**src/rtl/demux_stream_n.sv**
```systemverilog
// Registered 1-to-N stream demultiplexer: one holding register, addressed or
// round-robin destination, back-pressure from the selected consumer only.
module demux_stream_n #(
   parameter int DATA_W = 8,
   parameter int N_CH   = 4,
   parameter int SEL_W  = 2,
   parameter int CNT_W  = 8
) (
   input  logic              clk,
   input  logic              rst,
   input  logic              mode,
   input  logic              in_valid,
   input  logic [DATA_W-1:0] in_data,
   input  logic [SEL_W-1:0]  in_sel,
   output logic              in_ready,
   output logic [N_CH-1:0]   out_valid,
   output logic [DATA_W-1:0] out_data,
   input  logic [N_CH-1:0]   out_ready,
   output logic [SEL_W-1:0]  rr_ptr,
   output logic              drop_pulse,
   output logic [CNT_W-1:0]  drop_count
);

   typedef enum logic {S_EMPTY, S_FULL} state_t;

   localparam logic [SEL_W:0]   LP_NCH  = (SEL_W+1)'(N_CH);
   localparam logic [SEL_W-1:0] LP_LAST = SEL_W'(N_CH - 1);

   state_t              r_state, w_state_nxt;
   logic [SEL_W-1:0]    r_dest, r_rr, w_dest;
   logic [DATA_W-1:0]   r_data;
   logic                r_drop;
   logic [CNT_W-1:0]    r_cnt;
   logic                w_dest_ready, w_cap, w_legal, w_load, w_drain;

   function automatic logic [CNT_W-1:0] sat_inc(input logic [CNT_W-1:0] v);
      return (&v) ? v : v + 1'b1;
   endfunction

   function automatic logic [SEL_W-1:0] rr_next(input logic [SEL_W-1:0] p);
      return (p == LP_LAST) ? '0 : p + 1'b1;
   endfunction

   // Only the held beat's own consumer matters; other channels' ready is ignored.
   always_comb begin
      w_dest_ready = 1'b0;
      for (int i = 0; i < N_CH; i++)
         if (r_dest == SEL_W'(i)) w_dest_ready = out_ready[i];
   end

   assign w_dest   = mode ? r_rr : in_sel;
   assign w_legal  = ({1'b0, w_dest} < LP_NCH);
   assign in_ready = !rst && ((r_state == S_EMPTY) || w_dest_ready);
   assign w_cap    = in_valid && in_ready;
   assign w_load   = w_cap && w_legal;
   assign w_drain  = (r_state == S_FULL) && w_dest_ready;

   always_comb begin
      w_state_nxt = r_state;
      if (w_load)       w_state_nxt = S_FULL;
      else if (w_drain) w_state_nxt = S_EMPTY;
   end

   always_ff @(posedge clk) begin
      if (rst) r_state <= S_EMPTY;
      else     r_state <= w_state_nxt;
   end

   // Illegal-select beats are consumed here but never loaded into the holding register.
   always_ff @(posedge clk) begin
      if (rst) begin
         r_data <= '0;
         r_dest <= '0;
         r_rr   <= '0;
         r_drop <= 1'b0;
         r_cnt  <= '0;
      end else begin
         r_drop <= w_cap && !w_legal;
         if (w_cap && !w_legal) r_cnt <= sat_inc(r_cnt);
         if (w_cap && mode)     r_rr  <= rr_next(r_rr);
         if (w_load) begin
            r_data <= in_data;
            r_dest <= w_dest;
         end
      end
   end

   always_comb begin
      out_valid = '0;
      for (int i = 0; i < N_CH; i++)
         out_valid[i] = (r_state == S_FULL) && (r_dest == SEL_W'(i));
   end

   assign out_data   = r_data;
   assign rr_ptr     = r_rr;
   assign drop_pulse = r_drop;
   assign drop_count = r_cnt;

endmodule

```
**config.mk**
```make
export PLATFORM = sky130hd
export DESIGN_NAME = demux_stream_n
export DESIGN_NICKNAME = d
export VERILOG_FILES = /design/src/rtl/demux_stream_n.sv
export SDC_FILE = /design/constraint.sdc
export NUM_CORES = 1
export LEC_CHECK = 0
export ABC_AREA = 1
export BUFFER_PORTS_ARGS = -buffer_cell sky130_fd_sc_hd__clkbuf_2
export CAP_MARGIN = 0
export CELL_PAD_IN_SITES_DETAIL_PLACEMENT = 1
export CELL_PAD_IN_SITES_GLOBAL_PLACEMENT = 2
export CORE_MARGIN = 2
export CORE_UTILIZATION = 22
export CTS_CLUSTER_SIZE = 25
export DETAILED_ROUTE_END_ITERATION = 12
export PLACE_DENSITY = 0.77
export REMOVE_ABC_BUFFERS = 1
export SLEW_MARGIN = 0
export SYNTH_ARGS = -nofsm -noshare
export SYNTH_HDL_FRONTEND = slang
export SYNTH_SLANG_ARGS = --single-unit
```
**constraint.sdc**
```tcl
create_clock -name clk -period 3.1 [get_ports clk]
set_clock_uncertainty 0.15 [all_clocks]
set_input_delay 0.62 -clock clk [delete_from_list [all_inputs] [get_ports clk]]
set_output_delay 0.62 -clock clk [all_outputs]
set_load 0.02 [all_outputs]
```
==> results.md <==
- Status: completed
- IO Pins: 42
- Synth area leaders: dfxtp_1 37%, nand3_1 14%, buf_4 11%
- Commonest non-fill, non-tap cell in the layout: clkbuf_2
- Crit-path slowest cell: dfxtp_1
- CP Buf/Inv Count: 2
- Core area: 3080 sq um
- PD cells: 421 nW/um^2
- Slowest cell delay on critical path: 0.44 ns
- First-pass GRT wire length: between 2 and 3 mm
- Hold_sp: out_data[3]$_SDFFE_PP0P_
- Final Hold Fails: 0
- Synthesis-to-layout area growth: 24.8%
- FF-to-FF Start: r_dest[1]$_SDFFE_PP0P_
- CTS H-tree depth: 1
- Worst slack, placed: approximately 0.77 ns
- Hold Path Class: reg -> reg
- DIE AREA: 3710 sq um
- Hold-fix buffers, CTS: 0
- Register bit total from synthesis: 13
- Initial antenna violation count: 0
- DR vias: 697
- Pleak: 0.478 nW
- Worst-path maximum fanout: 13
- Post-route minimum period: 2.40 ns
- Placer Congestion: 0.683
- Via/cell ratio: ~4
- Final Cycle Share: 77.4%
- Die Span Y: 60.9 um
- DR pass1 iterations: 4
- Layout cell share with drive strength beyond 1: 33.8%
- Ys Warns: 0
- VDD IR-drop max: 0.000157 V
- Cells on worst reg2reg path: 9
- Critical path required time: 2.33 ns
- Worst r2r dst: out_data[5]$_SDFFE_PP0P_
- Fillers: 414
- Area share of the largest cell type after synthesis: about 37%
- Worst Setup End Kind: primary output
- Root buffer cell: clkbuf_4
- WHS Endpoint: out_data[3]$_SDFFE_PP0P_
- Initial DRC Count: 31
- Setup Fix Bufs, Post-CTS: 0
- Cell mode on critical path: nor2_2
- Slew Viols, Final: 0
- Unrepaired setup endpoints after global routing: false
- Final WS setup: 0.701 ns
- Setup slack on the worst flop-to-flop path: 1.31 ns
- Setup TNS: 0 ns
- Final setup fails: 0
- Largest net degree at the start of global routing: 14
- Post_cts resized: 0
- Die width: 60.9 um
- Initial Util: 23.1%
- Grt total ovfl: 0
- Critical path's top delay family: simple AND/OR/NAND/NOR gates
- Synth area leader: dfxtp_1
- N_diodes: 0
- Seq/Total Area, Yosys: 36.6%
- CTS Buffer Depth: 2
- Fmax: 417 MHz
- Cell chain of the critical path: inv_2, nand3b_1, nand2_1, nor2_2, nor2_2, nor2_4, clkbuf_2
- CP startpoint kind: flip-flop
- DR WL/cell: 9.86 um
- Post-route ant nets: 0
- WL final: 1.72 mm
- GR Util All Layers: 9.56%
- Most frequent cells in the layout: 32 x clkbuf_2, 20 x nand3_1, 18 x nand2_1, 13 x dfxtp_1
- Final #Nets: 150
- Critical Path AT: 1.63 ns
- Number of cell rows: 20
- Yosys cell types: 24
- Gate Count Post-Synth: 99
- Total CTS buffers: 3
- Clk_lat worst skew: 0.27 ns
- IO buf count: 32
- Syn avg cell area: 7.19 sq um
- Vias in the first global route: about 630
- Max cap viols: 0
- DR DRC count: 0
- Detail Placement HPWL: ~1.4 mm
- Pwr Total: 0.000374 W
- CP Class: reg -> out
- CTS clk-pin slew, worst paths: ~0.080 ns
- Worst Hold Depth: 2
- Post-Syn Area: 712 sq um
- Clock tree sinks: 13
- TritonCTS clock tree: done
-- flip-flops by register name, summed over array words and instances (netlist names) --
signal,flops
r_state,1
r_dest,2
out_data,8
rr_ptr,2
-- power breakdown --
part           internal, W  leakage [nW]  switching [W]  total (W)
combinational    0.0000273         0.356      0.0000577  0.0000850
sequential        0.000178         0.107     0.00000732   0.000185
clock            0.0000499        0.0150      0.0000539   0.000104
-- worst min-delay path, delay by kind of cell (launching register included) --
family        cells  cell delay (ns)
flops             1             0.31
simple gates      2             0.11
-- layer usage --
layer	track usage, %	share of wire (%)	vias up
met5	0	0	-
met4	1.86	0	0
met3	2.77	5.3	0
met2	17.1	49	21
met1	11.4	46	312
li1	-	-	364
-- kinds of logic (layout without fill, tap and decap cells) --
family	Yosys count	in the layout	share of synthesized area [%]
simple gates	54	54	37.3
buf+inv	24	47	19.2
flops	13	13	36.6
compound gates	6	6	4.74
fa+ha+maj	1	1	1.76
other cells	1	9	0.527
-- synthesized netlist by cell type --
cell type	n
nor2_2	2
nand2_2	1
buf_2	1
nand2_1	18
or2_2	1
nor2_4	1
a21oi_2	1
dfxtp_1	13
conb_1	1
nand3_1	20
clkbuf_1	1
nand3_2	1
o21ai_0	2
nand4_1	2
inv_2	2
inv_1	9
nand3b_1	1
nor3_1	4
nor2_1	3
o21ai_1	1
buf_6	1
ha_1	1
a21oi_1	2
buf_4	10
-- area by class of cell --
class                      count  area [sq um]  share of cell area (%)
clock buffer                   4          26.3                    2.96
inverter                      11          41.3                    4.65
multi-input combinational     70           345                    38.9
sequential                    13           260                    29.3
tap                           44          55.1                    6.20
timing repair buffer          32           160                    18.0
-- through the flow --
step                      area [sq um]  hold WS [ns]  std cells  util [%]
after floorplan                    647         0.348         94         -
after global placement             862         0.304        170      28.0
after detailed placement           862         0.311        170      28.0
after CTS                          888         0.323        174      28.9
after global routing               888         0.354        174      28.9
final                              888         0.319        174      28.9
-- worst max-delay path by stage --
stage / start / to / slack, ns / cells past startpoint
after floorplan: out_ready[2] / in_ready / 1.13 / 6
after global placement: out_ready[2] / in_ready / 0.80 / 8
after detailed placement: out_ready[2] / in_ready / 0.77 / 8
after CTS: r_dest[0]$_SDFFE_PP0P_ / in_ready / 0.67 / 7
after global routing: r_dest[1]$_SDFFE_PP0P_ / in_ready / 0.56 / 7
final: r_dest[1]$_SDFFE_PP0P_ / in_ready / 0.70 / 7
No activity file was read; power rests on OpenSTA's default activity.
